[src/rtl/saturn_instr_decoder.sv]
// Nibble-serial Saturn instruction decoder: RTN/SETHEX/SETDEC/RSTK/ST/P ops, P=n, LC and GOTO/GOSUB.
// Optional macro SATURN_DEC_JUMP_EN enables decoding of GOTO/GOSUB (first nibble 6/7).
module saturn_instr_decoder #(
  parameter int unsigned ADDR_W      = 20,
  parameter int unsigned IMM_NIBBLES = 16
) (
  input  logic                     i_clk,
  input  logic                     i_reset,
  input  logic                     i_en_dec,
  input  logic                     i_stalled,
  input  logic [ADDR_W-1:0]        i_pc,
  input  logic [3:0]               i_nibble,
  output logic                     o_inc_pc,
  output logic                     o_dec_error,
  output logic [ADDR_W-1:0]        o_ins_addr,
  output logic                     o_ins_decoded,
  output logic [4:0]               o_ins_len,
  output logic                     o_direction,
  output logic                     o_ins_rtn,
  output logic                     o_set_xm,
  output logic                     o_set_carry,
  output logic                     o_carry_val,
  output logic                     o_ins_set_mode,
  output logic                     o_mode_dec,
  output logic                     o_ins_rstk_c,
  output logic                     o_ins_st_op,
  output logic [1:0]               o_st_op,
  output logic                     o_ins_p_inc,
  output logic                     o_ins_p_set,
  output logic                     o_ins_lc,
  output logic [4*IMM_NIBBLES-1:0] o_imm,
  output logic [4:0]               o_imm_len,
  output logic                     o_ins_jmp,
  output logic                     o_jmp_call,
  output logic [ADDR_W-1:0]        o_jmp_addr
);

  localparam int unsigned IMM_W = 4 * IMM_NIBBLES;

  typedef enum logic [2:0] {
    S_FIRST, S_BLK_0X, S_P_N, S_LC_N, S_IMM, S_HALT
`ifdef SATURN_DEC_JUMP_EN
    , S_JMP
`endif
  } state_t;

  state_t            state, state_d;
  logic              accept, err;
  logic              inc_pc_d, dec_error_d, decoded_d, direction_d;
  logic              rtn_d, set_xm_d, set_carry_d, carry_val_d, set_mode_d, mode_dec_d;
  logic              rstk_c_d, st_op_v_d, p_inc_d, p_set_d, lc_d;
  logic [1:0]        st_op_d;
  logic [4:0]        ins_len_d, imm_len_d, imm_idx, imm_idx_d, lc_cnt;
  logic [ADDR_W-1:0] ins_addr_d;
  logic [IMM_W-1:0]  imm_d;
`ifdef SATURN_DEC_JUMP_EN
  logic              jmp_d, call_d;
  logic [1:0]        jmp_cnt, jmp_cnt_d;
  logic [7:0]        jmp_off, jmp_off_d;
  logic [ADDR_W-1:0] jmp_addr_d;
  logic signed [11:0] off_full;
`endif

  assign accept = i_en_dec && !i_stalled;
  assign lc_cnt = {1'b0, i_nibble} + 5'd1;
`ifdef SATURN_DEC_JUMP_EN
  assign off_full = signed'({i_nibble, jmp_off});
`endif

  // Next-state and next-output logic; every register holds unless a nibble is accepted.
  always_comb begin
    state_d     = state;
    err         = 1'b0;
    inc_pc_d    = o_inc_pc;
    dec_error_d = o_dec_error;
    ins_addr_d  = o_ins_addr;
    decoded_d   = o_ins_decoded;
    ins_len_d   = o_ins_len;
    direction_d = o_direction;
    rtn_d       = o_ins_rtn;
    set_xm_d    = o_set_xm;
    set_carry_d = o_set_carry;
    carry_val_d = o_carry_val;
    set_mode_d  = o_ins_set_mode;
    mode_dec_d  = o_mode_dec;
    rstk_c_d    = o_ins_rstk_c;
    st_op_v_d   = o_ins_st_op;
    st_op_d     = o_st_op;
    p_inc_d     = o_ins_p_inc;
    p_set_d     = o_ins_p_set;
    lc_d        = o_ins_lc;
    imm_d       = o_imm;
    imm_len_d   = o_imm_len;
    imm_idx_d   = imm_idx;
`ifdef SATURN_DEC_JUMP_EN
    jmp_d       = o_ins_jmp;
    call_d      = o_jmp_call;
    jmp_addr_d  = o_jmp_addr;
    jmp_cnt_d   = jmp_cnt;
    jmp_off_d   = jmp_off;
`endif
    if (accept) begin
      unique case (state)
        S_FIRST: begin
          ins_addr_d  = i_pc;
          decoded_d   = 1'b0;
          ins_len_d   = '0;
          direction_d = 1'b0;
          rtn_d       = 1'b0;
          set_xm_d    = 1'b0;
          set_carry_d = 1'b0;
          carry_val_d = 1'b0;
          set_mode_d  = 1'b0;
          mode_dec_d  = 1'b0;
          rstk_c_d    = 1'b0;
          st_op_v_d   = 1'b0;
          st_op_d     = '0;
          p_inc_d     = 1'b0;
          p_set_d     = 1'b0;
          lc_d        = 1'b0;
          imm_d       = '0;
          imm_len_d   = '0;
          imm_idx_d   = '0;
`ifdef SATURN_DEC_JUMP_EN
          jmp_d       = 1'b0;
          call_d      = 1'b0;
          jmp_addr_d  = '0;
          jmp_cnt_d   = '0;
          jmp_off_d   = '0;
`endif
          case (i_nibble)
            4'h0: state_d = S_BLK_0X;
            4'h2: state_d = S_P_N;
            4'h3: state_d = S_LC_N;
`ifdef SATURN_DEC_JUMP_EN
            4'h6, 4'h7: begin
              state_d = S_JMP;
              jmp_d   = 1'b1;
              call_d  = i_nibble[0];
            end
`endif
            default: err = 1'b1;
          endcase
        end
        S_BLK_0X: begin
          state_d   = S_FIRST;
          decoded_d = 1'b1;
          ins_len_d = 5'd2;
          case (i_nibble)
            4'h0, 4'h1, 4'h2, 4'h3: begin
              rtn_d       = 1'b1;
              set_xm_d    = (i_nibble == 4'h0);
              set_carry_d = i_nibble[1];
              carry_val_d = (i_nibble == 4'h3);
            end
            4'h4, 4'h5: begin
              set_mode_d = 1'b1;
              mode_dec_d = i_nibble[0];
            end
            4'h6, 4'h7: begin
              rstk_c_d    = 1'b1;
              direction_d = i_nibble[0];
            end
            4'h8, 4'h9, 4'hA, 4'hB: begin
              st_op_v_d = 1'b1;
              st_op_d   = i_nibble[1:0];
            end
            4'hC, 4'hD: begin
              p_inc_d     = 1'b1;
              direction_d = i_nibble[0];
            end
            default: begin
              err       = 1'b1;
              decoded_d = 1'b0;
              ins_len_d = '0;
            end
          endcase
        end
        S_P_N: begin
          state_d     = S_FIRST;
          p_set_d     = 1'b1;
          imm_d[3:0]  = i_nibble;
          imm_len_d   = 5'd1;
          decoded_d   = 1'b1;
          ins_len_d   = 5'd2;
        end
        S_LC_N: begin
          if (lc_cnt > 5'(IMM_NIBBLES)) begin
            err = 1'b1;
          end else begin
            state_d   = S_IMM;
            lc_d      = 1'b1;
            imm_len_d = lc_cnt;
          end
        end
        S_IMM: begin
          for (int unsigned i = 0; i < IMM_NIBBLES; i++) begin
            if (imm_idx == 5'(i)) imm_d[4*i +: 4] = i_nibble;
          end
          imm_idx_d = imm_idx + 5'd1;
          if (imm_idx + 5'd1 == o_imm_len) begin
            state_d   = S_FIRST;
            decoded_d = 1'b1;
            ins_len_d = o_imm_len + 5'd2;
          end
        end
`ifdef SATURN_DEC_JUMP_EN
        // Offset is relative to the address following the opcode nibble.
        S_JMP: begin
          jmp_cnt_d = jmp_cnt + 2'd1;
          case (jmp_cnt)
            2'd0:    jmp_off_d[3:0] = i_nibble;
            2'd1:    jmp_off_d[7:4] = i_nibble;
            default: begin
              state_d    = S_FIRST;
              jmp_addr_d = o_ins_addr + ADDR_W'(1) + ADDR_W'(off_full);
              decoded_d  = 1'b1;
              ins_len_d  = 5'd4;
            end
          endcase
        end
`endif
        S_HALT: ;
        default: state_d = S_FIRST;
      endcase
    end
    if (err) begin
      state_d     = S_HALT;
      dec_error_d = 1'b1;
      inc_pc_d    = 1'b0;
    end
  end

  always_ff @(posedge i_clk) begin
    if (i_reset) begin
      state          <= S_FIRST;
      o_inc_pc       <= 1'b1;
      o_dec_error    <= 1'b0;
      o_ins_addr     <= '0;
      o_ins_decoded  <= 1'b0;
      o_ins_len      <= '0;
      o_direction    <= 1'b0;
      o_ins_rtn      <= 1'b0;
      o_set_xm       <= 1'b0;
      o_set_carry    <= 1'b0;
      o_carry_val    <= 1'b0;
      o_ins_set_mode <= 1'b0;
      o_mode_dec     <= 1'b0;
      o_ins_rstk_c   <= 1'b0;
      o_ins_st_op    <= 1'b0;
      o_st_op        <= '0;
      o_ins_p_inc    <= 1'b0;
      o_ins_p_set    <= 1'b0;
      o_ins_lc       <= 1'b0;
      o_imm          <= '0;
      o_imm_len      <= '0;
      imm_idx        <= '0;
    end else begin
      state          <= state_d;
      o_inc_pc       <= inc_pc_d;
      o_dec_error    <= dec_error_d;
      o_ins_addr     <= ins_addr_d;
      o_ins_decoded  <= decoded_d;
      o_ins_len      <= ins_len_d;
      o_direction    <= direction_d;
      o_ins_rtn      <= rtn_d;
      o_set_xm       <= set_xm_d;
      o_set_carry    <= set_carry_d;
      o_carry_val    <= carry_val_d;
      o_ins_set_mode <= set_mode_d;
      o_mode_dec     <= mode_dec_d;
      o_ins_rstk_c   <= rstk_c_d;
      o_ins_st_op    <= st_op_v_d;
      o_st_op        <= st_op_d;
      o_ins_p_inc    <= p_inc_d;
      o_ins_p_set    <= p_set_d;
      o_ins_lc       <= lc_d;
      o_imm          <= imm_d;
      o_imm_len      <= imm_len_d;
      imm_idx        <= imm_idx_d;
    end
  end

`ifdef SATURN_DEC_JUMP_EN
  always_ff @(posedge i_clk) begin
    if (i_reset) begin
      o_ins_jmp  <= 1'b0;
      o_jmp_call <= 1'b0;
      o_jmp_addr <= '0;
      jmp_cnt    <= '0;
      jmp_off    <= '0;
    end else begin
      o_ins_jmp  <= jmp_d;
      o_jmp_call <= call_d;
      o_jmp_addr <= jmp_addr_d;
      jmp_cnt    <= jmp_cnt_d;
      jmp_off    <= jmp_off_d;
    end
  end
`else
  assign o_ins_jmp  = 1'b0;
  assign o_jmp_call = 1'b0;
  assign o_jmp_addr = '0;
`endif

endmodule

[config.mk]
export PLATFORM = sky130hd
export DESIGN_NAME = saturn_instr_decoder
export DESIGN_NICKNAME = d
export VERILOG_FILES = /design/src/rtl/saturn_instr_decoder.sv
export SDC_FILE = /design/constraint.sdc
export NUM_CORES = 1
export LEC_CHECK = 0
export ABC_AREA = 1
export CAP_MARGIN = 20
export CELL_PAD_IN_SITES_DETAIL_PLACEMENT = 2
export CELL_PAD_IN_SITES_GLOBAL_PLACEMENT = 2
export CORE_MARGIN = 2
export CORE_UTILIZATION = 23
export DETAILED_ROUTE_END_ITERATION = 16
export GPL_TIMING_DRIVEN = 0
export PLACE_DENSITY_LB_ADDON = 0.1
export SYNTH_ARGS = -nofsm -noshare
export SYNTH_HDL_FRONTEND = slang
export SYNTH_SLANG_ARGS = --single-unit
[constraint.sdc]
create_clock -name i_clk -period 1.9 [get_ports i_clk]
set_input_delay 0.38 -clock i_clk [delete_from_list [all_inputs] [get_ports i_clk]]
set_output_delay 0.38 -clock i_clk [all_outputs]
set_load 0.005 [all_outputs]
==> results of run 1 <==
[worst min-delay path: stages]
cell	delay, ns
buf_6	0.12
nand3_1	0.09
a21oi_1	0.07
[worst paths after layout]
| kind | from | end | slack, ns | depth (start not counted) |
|---|---|---|---|---|
| worst max-delay path | imm_idx[1] | state[1] | -0.001 | 14 |
| worst min-delay path | i_nibble[3] | o_imm[3] | 0.30 | 3 |
| worst max register to register | imm_idx[1] | state[1] | -0.001 | 14 |
| worst min register to register | o_ins_lc | o_ins_lc | 0.46 | 2 |
[synthesized netlist by cell type, types with 2 or more instances]
cell | instances | area, µm²
nor2_4 | 2 | 22.5
nand4_1 | 3 | 18.8
o21ai_0 | 92 | 460
nand3_1 | 28 | 140
buf_6 | 2 | 22.5
ha_1 | 10 | 125
dfxtp_1 | 119 | 2380
a31oi_1 | 3 | 18.8
nor2_2 | 3 | 18.8
nor2_1 | 189 | 709
inv_2 | 6 | 22.5
buf_2 | 2 | 10.0
o21ai_1 | 2 | 10.0
clkbuf_1 | 16 | 60.1
buf_4 | 30 | 225
a21oi_1 | 51 | 255
a21oi_2 | 6 | 52.6
nor3_1 | 3 | 15.0
inv_1 | 54 | 203
nand2_1 | 97 | 364
[timing repair]
item,4_1_cts,5_1_grt
setup buffers,6,5
pin swaps,11,9
resized for setup,43,46
cloned,1,0
setup endpoints to repair,97,82
[power groups by stage]
| stage | clock [mW] | sequential [mW] | combinational [mW] |
|---|---|---|---|
| finish | 3.63 | 2.76 | 1.17 |
| global route | 3.82 | 2.79 | 1.30 |
| CTS | 3.69 | 2.77 | 1.15 |
| detailed placement | 0 | 2.82 | 1.09 |
| global placement | 0 | 2.81 | 1.06 |
| floorplan | 0 | 2.81 | 0.494 |
[stage by stage]
step / worst slack, ns / utilization [%] / cell area (µm²)
floorplan: 0.0113 / - / 5290
global placement: -0.837 / 31.2 / 7010
detailed placement: -0.854 / 31.2 / 7010
CTS: -0.110 / 34.9 / 7840
global route: -0.166 / 35.8 / 8020
finish: -0.00141 / 35.8 / 8020
[layer usage]
layer  vias up  part of all wire [%]  GRT usage (%)
li1       2661                     -              -
met1      2651                    42           20.2
met2       122                    50           31.9
met3        16                   6.6           6.42
met4         0                   1.3           4.59
met5         -                     0              0
[area by class of cell]
cell class	instances	area [µm²]	share of cell area (%)
Multi-Input combinational cell	519	2610	32.6
Sequential cell	119	2390	29.8
Timing Repair Buffer	148	1450	18.1
Clock buffer	17	425	5.30
Tap cell	285	357	4.44
Buffer	51	334	4.16
Inverter	60	228	2.84
Clock inverter	14	223	2.78
[cell families after synthesis]
logic type / after synthesis
xor+xnor: 2
buf+inv: 111
other cells: 1
fa+ha+maj: 10
compound gates: 157
flops: 119
simple gates: 328
[flip-flops by register name, indices dropped and copies added, names as in the netlist, 2 cells and up]
name	count
o_ins_addr	20
o_imm	64
state	3
o_imm_len	5
imm_idx	5
o_ins_len	5
o_st_op	2
==> results_dict.tcl, run 1 <==
set metrics [dict create \
    status "finished with violations" \
    violations "setup timing" \
    max-slew-margin-rel_pct 50.8 \
    cts_tree "yes" \
    clkPwrFrac_pct 48.0 \
    port_buffers 136 \
    synth_edf_count 0 \
    power.total_mw 7.56 \
    max_stage_delay_ns 0.38 \
    layout.cells.non_filler 1213 \
    synth_top_family_by_area "simple AND/OR/NAND/NOR gates" \
    fmax_mhz 526 \
    swShare_pct 26.8 \
    path_cells "ha_4, inv_4, nor2_4, ha_4, inv_2, nand2_1, nand2_1, nand3_1, nor2_1, nand2_1, nand2_4, buf_6, nand3_2, a21oi_2" \
    critical_path_class "flop to flop" \
    power.density_mw_per_mm2 943 \
    p_int_mw 5.54 \
    die_w_um 155 \
    post-place-cells 1170 \
    max-vdd-ir-drop_mv 0.549 \
    synth.cell_area_mm2 0.00521 \
    share_comb_of_total_power_pct 15.5 \
    n_fill_cell 2587 \
    ctsHoldBuffers 0 \
    antenna_found_initial 0 \
    crit_top_cell "nand2_1" \
    wire_per_inst_um 17.3 \
    grt_max_degree 17 \
    tightest_slew_ns 0.739 \
    dieArea_mm2 0.0239 \
    finalSetupViolations 1 \
    power_frac_seq_pct 36.5 \
    drive_above_1_share_pct 16.3 \
    cp-end-kind "flop" \
    period_needed_ns 1.90 \
    ys.warnings.count 0 \
    cpMaxStageDelayCell "dfxtp_4" \
    coreArea_mm2 0.0224 \
    tns_ns -0.00141 \
    hold_violations 0 \
    cts_made_buffers 17 \
    path_max_fanout 6 \
    hp-class "input pin to flop" \
    grt-ovfl-total 0 \
    synthAdderAreaFrac_pct 2.40 \
    syn_to_final_growth_pct 54.0 \
    yosys_register_bits 119 \
    drv_slew 0 \
    synth-main-ff-cell "dfxtp_1" \
    htreeDepth 4 \
    first_global_vias 6047 \
    layout_common_cells "181 x nor2_1, 133 x clkdlybuf4s50_1, 115 x dfxtp_1" \
    rsz0062_at_grt "yes" \
    first_pass_iters 4 \
    post_drt_via_cell_ratio 4.49 \
    path_buf_inv 3 \
    ys_seq_area_share_pct 45.7 \
    clockBufferDepth 2 \
    period_share_pct 100 \
    cp_top_family "simple AND/OR/NAND/NOR gates" \
    synthSimpleGateAreaFrac_pct 25.1 \
    root_buffer "clkbuf_16" \
    start_kind "flop" \
    fp-row-count 55 \
    syn_avg_cell_area_um2 7.16 \
    routed-via-count 5450 \
    insertedDiodeCount 0 \
    skew_ns 0.0128 \
    postSynthCellCount 728 \
    synth_compound_area_share_pct 15.9 \
    hold_ws_ns 0.301 \
    maxCapViolCount 0 \
    drt_iter0_drc 215 \
    drt-total-wl_mm 20.9 \
    power_leakage_nw 3.37 \
    die_h_um 155 \
    synth_mux_area_share_pct 0 \
    dp.final_hpwl_mm 15.3 \
    final_antenna_net_count 0 \
    fin_nets 954 \
    layout_commonest_cell "nor2_1" \
    synth_xor_xnor_area_share_pct 0.336 \
    start_util_pct 23.2 \
    synth_cell_types 30 \
    grtUsageTotal_pct 17.9 \
    grt_pass1_wl_mm 33.2 \
    required_ns 2.26 \
    insertion_delay_ns 0.42 \
    async_flop_share_pct 0 \
    drc 0 \
    clkTransAtPathRegs_ns 0.06 \
    layout_setup_ws_ns -0.00141 \
    num_io_pins 161 \
    routabilityCongestion 0.801 \
    arrival_ns 2.26 \
    switchingPower_mw 2.03 \
    cts_sinks 119 \
]
Note: power is estimated with default switching activity, not from simulation.
==> run 2: changes to the inputs <==
Settings changed: CAP_MARGIN 20 to 25, CELL_PAD_IN_SITES_DETAIL_PLACEMENT 2 to 0.
==> run 2 against run 1 <==
  * The run now ends clean
  * Largest cell class unchanged
  * Clock skew shrank 0.0027 ns
  * Sequential power about the same
  * Critical path depth down 8
  * Setup slack better by 0.071 ns
  * Register-to-register slack improved by 0.07 ns
  * Maximum frequency increased by 3.9%
  * First-iteration DRC count grew 21%
  * Sequential share of layout area grew 0.41 points
==> results_dict.tcl, run 2 (synthesized netlist as in run 1, its figures left out) <==
set metrics [dict create \
    drv_slew 0 \
    final_area_mm2 0.00792 \
    period_share_pct 96.4 \
    routed-via-count 5231 \
    cpMaxStageDelayCell "nor2_1" \
    cp-end-kind "flop" \
    port_buffers 136 \
    clkPwrFrac_pct 45.8 \
    htreeDepth 4 \
    hp-class "input pin to flop" \
    fp-row-count 55 \
    p_int_mw 5.15 \
    path_buf_inv 1 \
    max-vdd-ir-drop_mv 0.511 \
    power_frac_seq_pct 38.6 \
    dp_slack_ns -0.757 \
    drive_above_1_share_pct 14.5 \
    fmax_mhz 546 \
    first_global_vias 5215 \
    reg.largest.list "o_imm: 64 flops, o_ins_addr: 20 flops" \
    hold_violations 0 \
    hold_ws_ns 0.277 \
    skew_ns 0.0101 \
    grt_pass1_wl_mm 28.0 \
    antenna_found_initial 0 \
    largest_reg_flops 64 \
    layout_commonest_cell "nor2_1" \
    wire_per_inst_um 14.9 \
    largest_register "o_imm" \
    clockBufferDepth 2 \
    tns_ns 0 \
    cts_sinks 119 \
    crit_top_cell "nor2_1" \
    drt_iter0_drc 261 \
    syn_to_final_growth_pct 52.0 \
    post_drt_via_cell_ratio 4.31 \
    share_comb_of_total_power_pct 15.6 \
    status "complete, no violations" \
    drt-total-wl_mm 18.0 \
    maxCapViolCount 0 \
    grt_max_degree 17 \
    swShare_pct 27.8 \
    period_needed_ns 1.83 \
    insertion_delay_ns 0.42 \
    final_antenna_net_count 0 \
    num_io_pins 161 \
    die_h_um 155 \
    placed_area_mm2 0.00701 \
    path_cells "nor2_1, nand2_1, nor2_1, buf_4, nor2_1, nor2_1" \
    die_w_um 155 \
    coreArea_mm2 0.0224 \
    start_kind "flop" \
    routabilityCongestion 0.801 \
    path_max_fanout 10 \
    clkTransAtPathRegs_ns 0.06 \
    required_ns 2.25 \
    dieArea_mm2 0.0239 \
    layout_setup_ws_ns 0.0692 \
    power.total_mw 7.14 \
    n_fill_cell 2399 \
    start_util_pct 23.2 \
    drc 0 \
    rsz0062_at_grt "yes" \
    arrival_ns 2.18 \
    insertedDiodeCount 0 \
    critical_path_class "flop to flop" \
    grt-ovfl-total 0 \
    root_buffer "clkbuf_16" \
    dp.final_hpwl_mm 13.2 \
    finalSetupViolations 0 \
    grtUsageTotal_pct 15.2 \
    power_leakage_nw 3.33 \
    layout_common_cells "186 x nor2_1, 134 x clkdlybuf4s50_1, 114 x dfxtp_1" \
    first_pass_iters 5 \
    switchingPower_mw 1.99 \
    tightest_slew_ns 0.688 \
    cp_top_family "simple AND/OR/NAND/NOR gates" \
    max_stage_delay_ns 0.50 \
    fin_nets 955 \
    cts_tree "yes" \
    cts_made_buffers 17 \
    max-slew-margin-rel_pct 54.1 \
    power.density_mw_per_mm2 902 \
]
==> run 2: cell count changes in the layout (fill, tap and decap cells not counted), sizes merged <==
| cell | before | now |
|---|---|---|
| inv | 62 | 67 |
| dlymetal6s2s | 1 | 0 |
| clkdlybuf4s50 | 133 | 134 |
| bufinv | 5 | 2 |
| clkinv | 5 | 3 |
| clkbuf | 34 | 35 |
==> run 2: worst paths after layout <==
check | start | endpoint | slack (ns) | cells past startpoint
setup reg to reg | state[1] | o_imm[4] | 0.07 | 6
hold / removal | i_nibble[3] | o_imm[3] | 0.28 | 3
setup / recovery | state[1] | o_imm[4] | 0.07 | 6
hold reg to reg | o_imm[63] | o_imm[63] | 0.45 | 2
==> run 2: metrics by stage <==
stage	instances	util, %
2_1_floorplan	749	-
3_3_place_gp	1170	31.2
3_5_place_dp	1170	31.2
4_1_cts	1207	34.3
5_1_grt	1214	35.3
6_report	1214	35.3
==> run 2: power groups by stage <==
stage / sequential [mW] / clock, mW / combinational, mW
after CTS: 2.76 / 3.36 / 1.08
after floorplan: 2.81 / 0 / 0.494
final: 2.76 / 3.27 / 1.12
after global placement: 2.81 / 0 / 1.06
after detailed placement: 2.81 / 0 / 1.06
after global routing: 2.78 / 3.48 / 1.24
==> run 2: worst reg2reg max path, stage by stage (launching register included) <==
cell	delay, ns
dfxtp_1	0.35
nor2_1	0.18
nand2_1	0.23
nor2_1	0.50
buf_4	0.31
nor2_1	0.07
nor2_1	0.12
==> run 2: repair_timing <==
item                       in CTS  in global routing
hold buffers                    0                  0
cloned                          1                  0
setup buffers                   5                  7
pin swaps                       6                 12
resized for setup              23                 40
setup endpoints to repair      52                 92
==> run 2: final cells by class <==
cell class / count / area (µm²) / share of cell area (%)
timing repair buffer: 149 / 1450 / 18.3
inverter: 60 / 228 / 2.88
tap: 285 / 357 / 4.50
clock inverter: 14 / 165 / 2.09
multi-input combinational: 519 / 2570 / 32.4
buffer: 51 / 330 / 4.17
clock buffer: 17 / 425 / 5.37
sequential: 119 / 2390 / 30.2
==> run 2: per-layer routing <==
layer	vias to the layer above	track usage (%)	routed length (µm)
li1	2671	-	-
met1	2386	18.0	8060
met2	154	24.9	8340
met3	20	6.30	1390
met4	0	5.03	267
met5	-	0	0
==> run 3: changes to the inputs <==
Settings changed: GPL_TIMING_DRIVEN 0 to not set, SKIP_CTS_REPAIR_TIMING set to 1.
==> run 3 against run 2 <==
  * First-iteration DRC count is 21% lower
  * Routed wire length is 2.1% lower
  * Clock skew is 0.0022 ns lower
  * Final area is 2.7% higher
  * Register-to-register slack worse by 0.05 ns
  * Maximum frequency is 2.7% lower
  * Hold slack better by 0.18 ns
  * Final cell count is 1.3% higher
  * Critical path depth is 9 higher
  * Sequential power hardly changed
  * Total power is 0.28% lower
  * Critical path type unchanged
  * Largest power group unchanged
==> results_dict.tcl, run 3 (synthesized netlist as in run 1, its figures left out) <==
set metrics [dict create \
    clockBufferDepth 2 \
    die_w_um 155 \
    cts_tree "yes" \
    power.total_mw 7.12 \
    drt_iter0_drc 207 \
    placed_area_mm2 0.00737 \
    period_share_pct 99.0 \
    grt_max_degree 49 \
    drive_above_1_share_pct 17.5 \
    swShare_pct 28.1 \
    wl_met3_mm 1.19 \
    power_frac_seq_pct 38.8 \
    r2r_start "imm_idx[1]" \
    layout_setup_ws_ns 0.0190 \
    tightest_slew_ns 0.628 \
    wire_per_inst_um 14.4 \
    finalSetupViolations 0 \
    max-slew-margin-rel_pct 58.1 \
    critical_path_class "flop to flop" \
    fin_nets 970 \
    status "complete, no violations" \
    final_antenna_net_count 0 \
    met1_length_mm 8.10 \
    post_drt_via_cell_ratio 4.28 \
    grt_pass1_wl_mm 28.0 \
    dp_slack_ns -0.307 \
    clkPwrFrac_pct 44.7 \
    start_util_pct 23.2 \
    p_int_mw 5.12 \
    rsz0062_at_grt "yes" \
    grtUsageTotal_pct 15.0 \
    cts_made_buffers 17 \
    hold_violations 0 \
    routed-via-count 5259 \
    power.density_mw_per_mm2 876 \
    grt-ovfl-total 0 \
    arrival_ns 2.17 \
    r2r_end "o_ins_len[3]" \
    fin_util_pct 36.3 \
    path_cells "ha_4, inv_2, nor2_1, ha_1, inv_2, nand2_2, nand2_2, nand3_2, nor2_1, nand2_1, nand2_2, buf_6, nand2_4, nand2_2, a21oi_2" \
    htreeDepth 4 \
    drv_slew 0 \
    routabilityCongestion 0.839 \
    required_ns 2.19 \
    clkTransAtPathRegs_ns 0.06 \
    crit_start "imm_idx[1]" \
    tns_ns 0 \
    topRoutingLayerUsed "met4" \
    antenna_found_initial 0 \
    fmax_mhz 532 \
    max-vdd-ir-drop_mv 0.544 \
    period_needed_ns 1.88 \
    dieArea_mm2 0.0239 \
    layout_common_cells "187 x nor2_1, 137 x clkdlybuf4s50_1, 117 x dfxtp_1" \
    reg2reg_depth 15 \
    critPathCapture "o_ins_len[3]" \
    first_pass_iters 4 \
    skew_ns 0.00783 \
    die_h_um 155 \
    insertion_delay_ns 0.41 \
    cpMaxStageDelayCell "dfxtp_2" \
    rrSetupSlack_ns 0.02 \
    max_stage_delay_ns 0.33 \
    start_kind "flop" \
    fp-row-count 55 \
    largest_reg_flops 64 \
    syn_to_final_growth_pct 56.1 \
    num_io_pins 161 \
    wl_met2_mm 8.20 \
    cp-end-kind "flop" \
    hp-class "flop to flop" \
    share_comb_of_total_power_pct 16.5 \
    hold_ws_ns 0.462 \
    layout_commonest_cell "nor2_1" \
    insertedDiodeCount 0 \
    reg.largest.list "o_imm: 64 flops, o_ins_addr: 20 flops" \
    cts_sinks 119 \
    port_buffers 138 \
    drt-total-wl_mm 17.7 \
    power_leakage_nw 3.47 \
    path_max_fanout 5 \
    coreArea_mm2 0.0224 \
    layout.cells.non_filler 1230 \
    largest_register "o_imm" \
    drc 0 \
    first_global_vias 5208 \
    root_buffer "clkbuf_16" \
    post-place-cells 1196 \
    dp.final_hpwl_mm 12.8 \
    maxCapViolCount 0 \
    switchingPower_mw 2.00 \
    crit_top_cell "nand2_2" \
    final_area_mm2 0.00813 \
]
run 3: cell count changes in the layout (fill, tap and decap cells not counted), sizes merged:
cell,delta
buf,+29
clkbuf,-17
clkdlybuf4s50,+3
clkinvlp,+2
bufinv,-1
dlymetal6s2s,+1
inv,-1
run 3: power by group through the flow:
stage	sequential [mW]	combinational, mW	clock [mW]
floorplan	2.81	0.494	0
global placement	2.81	1.14	0
detailed placement	2.81	1.14	0
CTS	2.76	1.15	3.28
global route	2.78	1.31	3.39
finish	2.76	1.17	3.19
run 3: area by class of cell:
| cell class | instances | area, µm² |
|---|---|---|
| clock buffer | 18 | 439 |
| timing repair buffer | 215 | 2080 |
| sequential | 119 | 2380 |
| tap | 285 | 357 |
| inverter | 60 | 225 |
| multi-input combinational | 519 | 2510 |
| clock inverter | 14 | 139 |
| fill | 2336 | 14300 |
run 3: worst min path at each step:
stage / start / end / slack (ns) / depth (start not counted)
4_1_cts: o_ins_len[3] / o_ins_len[3] / 0.46 / 2
2_1_floorplan: o_imm[60] / o_imm[60] / 0.44 / 2
3_5_place_dp: o_set_carry / o_set_carry / 0.45 / 2
3_3_place_gp: o_mode_dec / o_mode_dec / 0.45 / 2
5_1_grt: o_imm[0] / o_imm[0] / 0.48 / 2
6_report: o_ins_lc / o_ins_lc / 0.46 / 2
run 3: critical path, delay by kind of cell, from the launching register on:
kind,cells,cell delay [ns]
buffers and inverters,3,0.27
adder cells (fa/ha/maj),2,0.49
flip-flops,1,0.33
AO/OA/AOI/OAI,1,0.05
AND/OR/NAND/NOR,9,0.61
run 3: per-layer routing:
| metal | vias to the layer above | GRT usage (%) |
|---|---|---|
| met5 | - | 0 |
| met4 | 0 | 4.14 |
| met3 | 13 | 5.60 |
| met2 | 131 | 24.4 |
| met1 | 2410 | 18.7 |
| li1 | 2705 | - |
